`config.mk`:
```
export PLATFORM = sky130hd
export DESIGN_NAME = mod_counter_flat
export DESIGN_NICKNAME = d
export VERILOG_FILES = /design/src/rtl/counter_pkg.sv /design/src/rtl/mod_counter_if.sv /design/src/rtl/tff_sync.sv /design/src/rtl/mod_counter.sv /design/src/flat_wrapper.sv
export SDC_FILE = /design/constraint.sdc
export NUM_CORES = 1
export LEC_CHECK = 0
export CORE_AREA = 3 3 40 42
export DETAILED_ROUTE_END_ITERATION = 10
export DIE_AREA = 0 0 43 45
export SYNTH_ARGS = -nofsm -noshare
export SYNTH_HDL_FRONTEND = slang
export SYNTH_SLANG_ARGS = --single-unit
```
`constraint.sdc`:
```
create_clock -name clk -period 4.2 [get_ports clk]
set_input_delay 0.63 -clock clk [delete_from_list [all_inputs] [get_ports clk]]
set_output_delay 0.63 -clock clk [all_outputs]
set_load 0.01 [all_outputs]
```
`src/rtl/counter_pkg.sv`:
```
// Shared constants for the modulo counter: direction encoding and default geometry.
package counter_pkg;
  localparam logic            DIR_UP    = 1'b1;
  localparam logic            DIR_DOWN  = 1'b0;
  localparam int unsigned     DEF_WIDTH = 4;
  localparam longint unsigned DEF_MOD   = 16;
endpackage

```
`src/rtl/mod_counter_if.sv`:
```
// Control/status bundle of the modulo counter; master drives requests, slave is the counter.
interface mod_counter_if #(
  parameter int unsigned WIDTH = counter_pkg::DEF_WIDTH
);
  logic             clear;
  logic             load;
  logic [WIDTH-1:0] load_val;
  logic             en;
  logic             up;
  logic [WIDTH-1:0] q;
  logic             tc;
  logic             wrap;
  logic             load_err;

  modport master (output clear, load, load_val, en, up,
                  input  q, tc, wrap, load_err);
  modport slave  (input  clear, load, load_val, en, up,
                  output q, tc, wrap, load_err);
endinterface

```
`src/rtl/tff_sync.sv`:
```
// One count bit: synchronous-reset toggle flop with a parallel-load override.
module tff_sync (
  input  logic clk,
  input  logic rst_i,
  input  logic t_i,
  input  logic ld_i,
  input  logic d_i,
  output logic q_o
);
  logic q_q, q_d;

  always_comb begin
    q_d = q_q;
    if (ld_i)     q_d = d_i;
    else if (t_i) q_d = ~q_q;
  end

  always_ff @(posedge clk) begin
    if (rst_i) q_q <= 1'b0;
    else       q_q <= q_d;
  end

  assign q_o = q_q;
endmodule

```
`src/rtl/mod_counter.sv`:
```
// Up/down modulo-MOD counter with clear, clamped load, terminal count and wrap/load-error pulses.
module mod_counter
  import counter_pkg::*;
#(
  parameter int unsigned     WIDTH = DEF_WIDTH,
  parameter longint unsigned MOD   = DEF_MOD
) (
  input  logic          clk,
  input  logic          reset,
  mod_counter_if.slave  bus
);
  if (WIDTH < 1 || WIDTH > 32 || MOD < 2 || MOD > (64'd1 << WIDTH)) begin : g_bad_param
    $fatal(1, "mod_counter: MOD must lie in 2..2**WIDTH and WIDTH in 1..32");
  end

  localparam logic [WIDTH-1:0] MAX_Q = WIDTH'(MOD - 1);

  logic [WIDTH-1:0] cnt;
  logic [WIDTH-1:0] tgl;
  logic [WIDTH-1:0] tgl_mask;
  logic [WIDTH-1:0] ld_val;
  logic             ld;
  logic             tc;
  logic             oor;
  logic             wrap_q, wrap_d;
  logic             load_err_q, load_err_d;

  assign tc  = (bus.up == DIR_UP   && cnt == MAX_Q) ||
               (bus.up == DIR_DOWN && cnt == '0);
  assign oor = 64'(bus.load_val) >= MOD;

  // Ripple toggle enables: a bit flips when all lower bits are 1 (up) or 0 (down).
  always_comb begin
    logic carry;
    carry    = 1'b1;
    tgl_mask = '0;
    for (int i = 0; i < int'(WIDTH); i++) begin
      tgl_mask[i] = carry;
      carry       = carry & (bus.up ? cnt[i] : ~cnt[i]);
    end
  end

  // Terminal-count steps are done as a load so non-power-of-two moduli wrap correctly.
  always_comb begin
    ld         = 1'b0;
    ld_val     = '0;
    tgl        = '0;
    wrap_d     = 1'b0;
    load_err_d = 1'b0;
    if (bus.clear) begin
      ld = 1'b1;
    end else if (bus.load) begin
      ld = 1'b1;
      if (oor) begin
        ld_val     = MAX_Q;
        load_err_d = 1'b1;
      end else begin
        ld_val = bus.load_val;
      end
    end else if (bus.en) begin
      if (tc) begin
        ld     = 1'b1;
        ld_val = bus.up ? '0 : MAX_Q;
        wrap_d = 1'b1;
      end else begin
        tgl = tgl_mask;
      end
    end
  end

  tff_sync u_bit [WIDTH-1:0] (
    .clk   (clk),
    .rst_i (reset),
    .t_i   (tgl),
    .ld_i  (ld),
    .d_i   (ld_val),
    .q_o   (cnt)
  );

  always_ff @(posedge clk) begin
    if (reset) begin
      wrap_q     <= 1'b0;
      load_err_q <= 1'b0;
    end else begin
      wrap_q     <= wrap_d;
      load_err_q <= load_err_d;
    end
  end

  assign bus.q        = cnt;
  assign bus.tc       = tc;
  assign bus.wrap     = wrap_q;
  assign bus.load_err = load_err_q;
endmodule
```
`src/flat_wrapper.sv`:
```
// flat-port wrapper written by rule: the top's interface ports become plain ports
module mod_counter_flat import counter_pkg::*;
#(
  parameter int unsigned     WIDTH = DEF_WIDTH,
  parameter longint unsigned MOD   = DEF_MOD
)
  (clk, reset, bus_clear, bus_load, bus_load_val, bus_en, bus_up, bus_q, bus_tc, bus_wrap, bus_load_err);
  mod_counter_if #(.WIDTH(WIDTH)) bus_i ();
  input  logic clk;
  input  logic reset;
  input wire logic [$bits(bus_i.clear)-1:0] bus_clear;
  input wire logic [$bits(bus_i.load)-1:0] bus_load;
  input wire logic [$bits(bus_i.load_val)-1:0] bus_load_val;
  input wire logic [$bits(bus_i.en)-1:0] bus_en;
  input wire logic [$bits(bus_i.up)-1:0] bus_up;
  output wire logic [$bits(bus_i.q)-1:0] bus_q;
  output wire logic [$bits(bus_i.tc)-1:0] bus_tc;
  output wire logic [$bits(bus_i.wrap)-1:0] bus_wrap;
  output wire logic [$bits(bus_i.load_err)-1:0] bus_load_err;
  assign bus_i.clear = bus_clear;
  assign bus_i.load = bus_load;
  assign bus_i.load_val = bus_load_val;
  assign bus_i.en = bus_en;
  assign bus_i.up = bus_up;
  assign bus_q = bus_i.q;
  assign bus_tc = bus_i.tc;
  assign bus_wrap = bus_i.wrap;
  assign bus_load_err = bus_i.load_err;
  mod_counter #(.WIDTH(WIDTH), .MOD(MOD)) u_core (.clk(clk), .reset(reset), .bus(bus_i));
endmodule
```
# [Word level (Yosys, flattened, before mapping)]
# Index checks and enable logic that the tools add are counted.
[classes] eq_ne=1 n_mux=24 bitwise=7 n_reduce_logical=9
[op_table] cell="two-way mux 4 bit" count=9
[op_table] cell="two-way mux 1 bit" count=15
[op_table] cell="nonzero test 2 bit" count=4
[op_table] cell="NOT 1 bit" count=5
[op_table] cell="== test 4 bit, second input constant" count=1
[op_table] cell="logical NOT 4 bit" count=1
[op_table] cell="OR reduction 3 bit" count=1
[op_table] cell="AND 1 bit" count=2
[op_table] cell="logical AND 1 bit" count=2
[op_table] cell="logical OR 1 bit" count=1
[word_totals] register_bits=5 inputBits=10 output_inout_bits=7 elab_cells=46

# [Longest topological paths before layout]
# Gate-level depths: netlist of run 1.
[depth] depth_word=10 ltp_mapped=5

# [Modules after synthesis]
# Synthesis of run 1 repeated with hierarchy kept, for this count alone.
[hier_totals] cells_unflattened=50 area_unflattened_um2=432.9
[modules_own_cells] mod="mod_counter" instances=1 cells_per_inst=30 area_per_inst_um2=227.7 seq_area_each_um2=20.0
[modules_own_cells] mod="tff_sync" instances=4 cells_per_inst=5 area_per_inst_um2=51.3 seq_area_each_um2=20.0

# [Worst setup path before layout of run 1]
# OpenSTA, ideal clock, no wires.
[synth_timing] kind="input-to-output" startpoint="input port bus_up" endpoint="output port bus_tc" arrival_time_ns=1.119 required_time_ns=3.570 slack_ns=2.451 cell_stages=2 n_path_buf=0 cell_sequence="and4_1 mux2_2"
[synth_via] elab_chain_cells=3
[synth_rtl] element="start: declaration" line="flat_wrapper.sv:15" source="input wire logic [$bits(bus_i.up)-1:0] bus_up;"
[synth_rtl] element="NOT 1 bit" line="mod_counter.sv:29" source="(bus.up == DIR_DOWN && cnt == '0);"
[synth_rtl] element="logical AND 1 bit" line="mod_counter.sv:29"
[synth_rtl] element="logical OR 1 bit (*)" line="mod_counter.sv:28" source="assign tc = (bus.up == DIR_UP && cnt == MAX_Q) ||"
[synth_rtl] element="end: declaration" line="flat_wrapper.sv:17" source="output wire logic [$bits(bus_i.tc)-1:0] bus_tc;"
# Mark *: on every way between the ends. The rest lies on a longest branch, timed or not.

# [Worst setup path in the final report of run 1]
# Ends and elaborated chain as after synthesis.

==> impl_summary.log, run 1 <==
INFO  metric power_per_cell_area = 281 mW/mm^2
INFO  metric setup-tns-final = 0 ns
INFO  metric cellLeakagePower = 0.188 nW
INFO  metric die_height = 45 um
INFO  metric maximum_number_of_pins_on_one_net_before_global_route_repair = 11
INFO  metric clkSinkCount = 5
INFO  metric drt-total-wl = 811 um
INFO  metric fillCellCount = 157
INFO  metric use_met1 = 8.72%
INFO  metric total_of_cells_resized_after_clock_tree_synthesis = 0
INFO  metric netlist_instances = 46
INFO  metric maxCapViolCount = 0
INFO  metric multi_input_area = 204 um^2
INFO  metric hpwl = 626 um
INFO  metric hold_path_class = reg -> reg
INFO  metric power.combinational.fraction = 22.9%
INFO  metric initial_utilization = 28.1%
INFO  metric io_pins = 17
INFO  metric grt_use_total = 9.51%
INFO  metric postCtsSetupRepairBufs = 0
INFO  metric area_growth = 39.1%
INFO  metric ant_nets = 0
INFO  metric grt_use_met3 = 7.57%
INFO  metric count_of_inserted_antenna_diode_cells = 0
INFO  metric die_x = 43 um
INFO  metric relative_contribution_of_sequential_cells_to_total_power = 37.4%
INFO  metric synth_sequential_area_ratio = 27.7%
INFO  metric coreArea = 0.00128 mm^2
INFO  metric tritoncts.num_buffers = 3
INFO  metric mostFrequentLayoutCell = sky130_fd_sc_hd__clkdlybuf4s50_1
INFO  metric cts_tree = built
INFO  metric place.detailed.instances = 69
INFO  metric place.port_buffers = 15
INFO  metric worstPathArrival = 2.20 ns
INFO  metric wl_per_cell = 11.1 um
INFO  metric cts-root-buf = sky130_fd_sc_hd__clkbuf_4
INFO  metric ir_worst_vdd = 0.000176 V
INFO  metric reg2reg_start = u_core.u_bit[0].q_o$_SDFFE_PP0P_
INFO  metric via_per_inst = 4.70
INFO  metric largest_fanout_of_any_net_on_the_critical_path = 7
INFO  metric outcome = completed
INFO  metric synthesis.yosys.warnings = 0
INFO  metric grt_antenna_before_repair = 0
INFO  metric worst_setup_path_endpoint = bus_tc
INFO  metric part_of_the_cycle_the_worst_path_needs = 67.3%
INFO  metric final_layout_size_suffix_gt1_share = 10.3%
INFO  metric postPlaceCellArea = 477 um^2
INFO  metric grt_setup_unrepaired = false
INFO  metric postCtsHoldBufs = 0
INFO  metric htreeDepth = 1
INFO  metric insertion_delay = 0.24 ns
INFO  metric drt_iter0_drc = 3
INFO  metric skew = 0.00288 ns
INFO  metric finalWorstPathRequiredPeriod = 2.83 ns
INFO  metric cts-root-to-sink-buffers = 2
INFO  metric dr_total_vias = 343
INFO  metric max_freq = 354 MHz
INFO  metric critPathCaptureType = primary output
INFO  metric clock_power_share = 39.7%
INFO  metric mappedNetlistArea = 362 um^2
INFO  metric final_setup_violation_count = 0
INFO  metric r2r_end = u_core.u_bit[3].q_o$_SDFFE_PP0P_
INFO  metric switching_share = 26.0%
INFO  metric final_max_slew_viol_count = 0
INFO  metric drtPass1Iterations = 2
INFO  metric p_switching = 0.0368 mW
INFO  metric syn-num-nets = 56
INFO  metric final_cell_count_no_fill = 73
INFO  metric count_of_state_elements_after_synthesis = 5
INFO  metric power_report.internal_total = 0.105 mW
INFO  metric die_area = 0.00194 mm^2
INFO  metric mostFrequentLayoutCells = sky130_fd_sc_hd__clkdlybuf4s50_1 (15), sky130_fd_sc_hd__nor2_1 (5), sky130_fd_sc_hd__dfxtp_1 (5), sky130_fd_sc_hd__nand2_1 (4)
INFO  metric hold_violations = 0
INFO  metric final-seq-area = 100 um^2
INFO  metric finalCoreUtilization = 39.1%
INFO  metric synth.distinct_cells = 23
INFO  metric worst_r2r_path_depth = 4
INFO  metric timing.reg2reg.setup_slack = 2.71 ns
INFO  metric cts.reportedPaths.clkPinSlew = 0.05 ns
INFO  metric worst_setup_path_class = in -> out
INFO  metric final_cell_area = 503 um^2
INFO  metric rows = 13
INFO  metric finalWeightedCongestion = 0.677
INFO  metric start_kind = primary input
INFO  metric number_of_drc_violations_after_detailed_routing = 0
INFO  metric critPathRequiredTime = 3.57 ns
INFO  metric busiest_layer = met2
INFO  metric grt_overflow_total = 0
INFO  metric vias_in_the_first_global_route = 338
INFO  metric fin_worst_hold_slack = 0.632 ns
INFO  metric worstSetupStartpoint = bus_up
INFO  metric avgSynthCellArea = 7.86 um^2
INFO  metric grt_first_pass_wirelength = 1330 um
INFO  metric layout.nets = 69
INFO  metric grtUsageMet2 = 17.7%
cells in the mapped netlist:
| cell | n | area share [%] |
|---|---|---|
| sky130_fd_sc_hd__a2111oi_2 | 1 | 4.2 |
| sky130_fd_sc_hd__a21oi_1 | 3 | 4.2 |
| sky130_fd_sc_hd__a311oi_1 | 1 | 2.4 |
| sky130_fd_sc_hd__a31oi_1 | 1 | 1.7 |
| sky130_fd_sc_hd__and2_1 | 1 | 1.7 |
| sky130_fd_sc_hd__and3_1 | 1 | 1.7 |
| sky130_fd_sc_hd__and4_1 | 1 | 2.4 |
| sky130_fd_sc_hd__and4b_1 | 1 | 2.8 |
| sky130_fd_sc_hd__buf_2 | 1 | 1.4 |
| sky130_fd_sc_hd__buf_4 | 5 | 10 |
| sky130_fd_sc_hd__buf_6 | 1 | 3.1 |
| sky130_fd_sc_hd__conb_1 | 1 | 1.0 |
| sky130_fd_sc_hd__dfxtp_1 | 5 | 28 |
| sky130_fd_sc_hd__inv_1 | 1 | 1.0 |
| sky130_fd_sc_hd__mux2_2 | 2 | 6.2 |
| sky130_fd_sc_hd__nand2_1 | 4 | 4.2 |
| sky130_fd_sc_hd__nor2_1 | 5 | 5.2 |
| sky130_fd_sc_hd__nor3_1 | 2 | 2.8 |
| sky130_fd_sc_hd__nor4_1 | 1 | 1.7 |
| sky130_fd_sc_hd__o21ai_0 | 2 | 2.8 |
| sky130_fd_sc_hd__o21ai_1 | 3 | 4.2 |
| sky130_fd_sc_hd__xnor2_1 | 1 | 2.4 |
| sky130_fd_sc_hd__xor2_1 | 2 | 4.8 |
per-layer routing:
| metal | routed length, um | vias to the layer above | share of wire (%) |
|---|---|---|---|
| li1 | - | 180 | - |
| met1 | 336 | 152 | 41 |
| met2 | 403 | 11 | 50 |
| met3 | 71 | 0 | 8.8 |
| met4 | 0 | 0 | 0 |
| met5 | 0 | - | 0 |
final cells by class:
cell class | instances | area share [%]
multi-input combinational | 33 | 40.5
tap | 15 | 3.73
inverter | 1 | 0.746
timing repair buffer | 15 | 29.9
clock buffer | 4 | 5.22
sequential | 5 | 19.9
how the worst min path moves through the flow:
| stage | from | end | slack [ns] | cells past startpoint |
|---|---|---|---|---|
| floorplan | u_core.u_bit[2].q_o$_SDFFE_PP0P_ | u_core.u_bit[2].q_o$_SDFFE_PP0P_ | 0.58 | 2 |
| global placement | u_core.u_bit[2].q_o$_SDFFE_PP0P_ | u_core.u_bit[2].q_o$_SDFFE_PP0P_ | 0.64 | 2 |
| detailed placement | u_core.u_bit[0].q_o$_SDFFE_PP0P_ | u_core.u_bit[1].q_o$_SDFFE_PP0P_ | 0.64 | 2 |
| CTS | u_core.u_bit[0].q_o$_SDFFE_PP0P_ | u_core.u_bit[1].q_o$_SDFFE_PP0P_ | 0.64 | 2 |
| global route | u_core.u_bit[0].q_o$_SDFFE_PP0P_ | u_core.u_bit[1].q_o$_SDFFE_PP0P_ | 0.68 | 2 |
| finish | u_core.u_bit[0].q_o$_SDFFE_PP0P_ | u_core.u_bit[1].q_o$_SDFFE_PP0P_ | 0.63 | 2 |
metrics by stage:
stage	power, mW	setup slack [ns]
floorplan	0.0721	2.45
global placement	0.0862	1.44
detailed placement	0.0863	1.38
CTS	0.144	1.38
global route	0.155	1.28
finish	0.141	1.37
cell families after synthesis:
family / after synthesis / share of synthesized area, %
simple gates: 16 / 22.5
compound gates: 11 / 19.4
other cells: 1 / 1.04
mux: 2 / 6.23
xor+xnor: 3 / 7.27
buf+inv: 8 / 15.9
flops: 5 / 27.7
power by group through the flow:
stage | Combinational, mW | Sequential (mW) | Clock [mW]
finish | 0.0324 | 0.0529 | 0.0561
floorplan | 0.0194 | 0.0526 | 0
global placement | 0.0323 | 0.0539 | 0
detailed placement | 0.0325 | 0.0539 | 0
global route | 0.0356 | 0.0532 | 0.0664
CTS | 0.0327 | 0.0530 | 0.0581
state kept, by name, summed over array words and instances (netlist names):
name / flops
u_core.bus.wrap: 1
u_core.u_bit.q_o: 4
critical path: stages:
cell and delay [ns]:
sky130_fd_sc_hd__clkdlybuf4s50_1 0.58, sky130_fd_sc_hd__and4_1 0.28, sky130_fd_sc_hd__mux2_2 0.18, sky130_fd_sc_hd__clkdlybuf4s50_1 0.53
No activity file was read; power rests on OpenSTA's default activity.
==> run 2, diff against run 1 <==
==> constraint.sdc (replaced) <==
create_clock -name clk -period 2.4 [get_ports clk]
set_input_delay 0.36 -clock clk [delete_from_list [all_inputs] [get_ports clk]]
set_output_delay 0.36 -clock clk [all_outputs]
set_load 0.01 [all_outputs]
==> impl_summary.log, run 2 (synthesis gave the netlist of run 1 again) <==
INFO  metric power_per_cell_area = 490 mW/mm^2 (+74%)
INFO  metric cts.reportedPaths.clkPinSlew = 0.05 ns (about the same)
INFO  metric critPathRequiredTime = 2.04 ns (-1.53 ns)
INFO  metric postCtsHoldBufs = 0 (unchanged)
INFO  metric grt_overflow_total = 0 (unchanged)
INFO  metric area_growth = 39.1% (unchanged)
INFO  metric final_setup_violation_count = 0 (unchanged)
INFO  metric grt_use_total = 8.59% (-0.92 points)
INFO  metric total_of_cells_resized_after_clock_tree_synthesis = 0 (unchanged)
INFO  metric layout.nets = 69 (unchanged)
INFO  metric worst_r2r_path_depth = 4 (unchanged)
INFO  metric io_pins = 17 (unchanged)
INFO  metric final_layout_size_suffix_gt1_share = 10.3% (unchanged)
INFO  metric skew = 0.00337 ns (+0.000490 ns)
INFO  metric min_delay_worst_endpoint = u_core.u_bit[1].q_o$_SDFFE_PP0P_
INFO  metric postCtsSetupRepairBufs = 0 (unchanged)
INFO  metric drtPass1Iterations = 2 (unchanged)
INFO  metric hpwl = 615 um (-1.8%)
INFO  metric hold_path_class = reg -> reg
INFO  metric initial_utilization = 28.1% (unchanged)
INFO  metric worstPathArrival = 1.93 ns (-0.27 ns)
INFO  metric grt_setup_unrepaired = false
INFO  metric maximum_number_of_pins_on_one_net_before_global_route_repair = 11 (unchanged)
INFO  metric worst_hold_startpoint = u_core.u_bit[0].q_o$_SDFFE_PP0P_
INFO  metric clkSinkCount = 5 (unchanged)
INFO  metric cts_tree = built
INFO  metric via_per_inst = 4.67 (-0.58%)
INFO  metric cts-root-buf = sky130_fd_sc_hd__clkbuf_4
INFO  metric grtUsageMet2 = 14.4% (-3.3 points)
INFO  metric setup-tns-final = 0 ns (unchanged)
INFO  metric ant_nets = 0 (unchanged)
INFO  metric reg2reg_start = u_core.u_bit[0].q_o$_SDFFE_PP0P_
INFO  metric part_of_the_cycle_the_worst_path_needs = 95.2%
INFO  metric die_height = 45 um (unchanged)
INFO  metric fin_total_pwr = 0.246 mW (+74%)
INFO  metric grt_first_pass_wirelength = 1240 um (-7.2%)
INFO  metric largest_register_ff_count = 4 (unchanged)
INFO  metric count_of_inserted_antenna_diode_cells = 0 (unchanged)
INFO  metric worst_setup_path_class = in -> out
INFO  metric htreeDepth = 1 (unchanged)
INFO  metric tritoncts.num_buffers = 3 (unchanged)
INFO  metric outcome = completed
INFO  metric fin_worst_hold_slack = 0.631 ns (-0.00186 ns)
INFO  metric vias_in_the_first_global_route = 301 (-11%)
INFO  metric wl_per_cell = 10.4 um (-6.8%)
INFO  metric start_kind = primary input
INFO  metric hold_violations = 0 (unchanged)
INFO  metric die_area = 0.00194 mm^2 (unchanged)
INFO  metric insertion_delay = 0.24 ns (about the same)
INFO  metric place.port_buffers = 15 (unchanged)
INFO  metric use_met1 = 9.69% (+0.97 points)
INFO  metric cellLeakagePower = 0.188 nW (unchanged)
INFO  metric max_freq = 438 MHz
INFO  metric ir_worst_vdd = 0.000272 V (+55%)
INFO  metric finalWeightedCongestion = 0.677 (about the same)
INFO  metric maxCapViolCount = 0 (unchanged)
INFO  metric busiest_layer = met2
INFO  metric coreArea = 0.00128 mm^2 (unchanged)
INFO  metric largest_fanout_of_any_net_on_the_critical_path = 7 (unchanged)
INFO  metric critPathCaptureType = primary output
INFO  metric r2r_end = u_core.u_bit[3].q_o$_SDFFE_PP0P_
INFO  metric die_x = 43 um (unchanged)
INFO  metric grt_antenna_before_repair = 0 (unchanged)
INFO  metric final_max_slew_viol_count = 0 (unchanged)
INFO  metric mostFrequentLayoutCell = sky130_fd_sc_hd__clkdlybuf4s50_1
INFO  metric timing.reg2reg.setup_slack = 0.92 ns (-1.79 ns)
INFO  metric drt_iter0_drc = 1 (-2)
INFO  metric drt-total-wl = 756 um (-6.8%)
INFO  metric hold_depth = 2 (unchanged)
INFO  metric finalWorstPathRequiredPeriod = 2.29 ns
INFO  metric mostFrequentLayoutCells = sky130_fd_sc_hd__clkdlybuf4s50_1 (15), sky130_fd_sc_hd__nor2_1 (5), sky130_fd_sc_hd__dfxtp_1 (5), sky130_fd_sc_hd__nand2_1 (4)
INFO  metric dr_total_vias = 341 (-0.58%)
INFO  metric rows = 13 (unchanged)
INFO  metric number_of_drc_violations_after_detailed_routing = 0 (unchanged)
INFO  metric grt_use_met3 = 4.78% (-2.8 points)
INFO  metric cts-root-to-sink-buffers = 2 (unchanged)
## run 2: cell counts in the layout (fill, tap and decap cells not counted)
Identical to the previous run, type by type.
## run 2: area by class of cell
type	instances	area (um^2)
tap	15	18.8
multi-input combinational	33	204
inverter	1	3.75
timing repair buffer	15	150
sequential	5	100
fill	142	782
clock buffer	4	26.3
## run 2: worst max-delay path: stages
cell and delay (ns):
sky130_fd_sc_hd__clkdlybuf4s50_1 0.51, sky130_fd_sc_hd__nor4_1 0.29, sky130_fd_sc_hd__mux2_2 0.24, sky130_fd_sc_hd__clkdlybuf4s50_1 0.53
## run 2: per-stage QoR
step	area [um^2]	std cells	utilization, %	setup WS (ns)
detailed placement	477	69	37.1	0.109
CTS	503	73	39.1	0.108
global placement	477	69	37.1	0.177
floorplan	362	46	-	1.04
finish	503	73	39.1	0.115
global route	503	73	39.1	0.0395
## run 2: routing by layer
layer,vias to the layer above,share of wire [%]
met5,-,0
met4,0,0
met3,0,8.7
met2,12,48
met1,149,43
li1,180,-
## run 2: report_power, final
group / internal, mW / switching [mW]
Combinational: 0.0333 / 0.0234
Sequential: 0.0869 / 0.00558
Clock: 0.0629 / 0.0342
## run 2: worst max-delay path by stage
stage                                startpoint                                to  cells after the start
2_1_floorplan  u_core.u_bit[1].q_o$_SDFFE_PP0P_  u_core.u_bit[3].q_o$_SDFFE_PP0P_                      5
3_3_place_gp                             bus_up                            bus_tc                      4
3_5_place_dp                             bus_up                            bus_tc                      4
4_1_cts                                  bus_up                            bus_tc                      4
5_1_grt                                  bus_up                            bus_tc                      4
6_report                                 bus_up                            bus_tc                      4
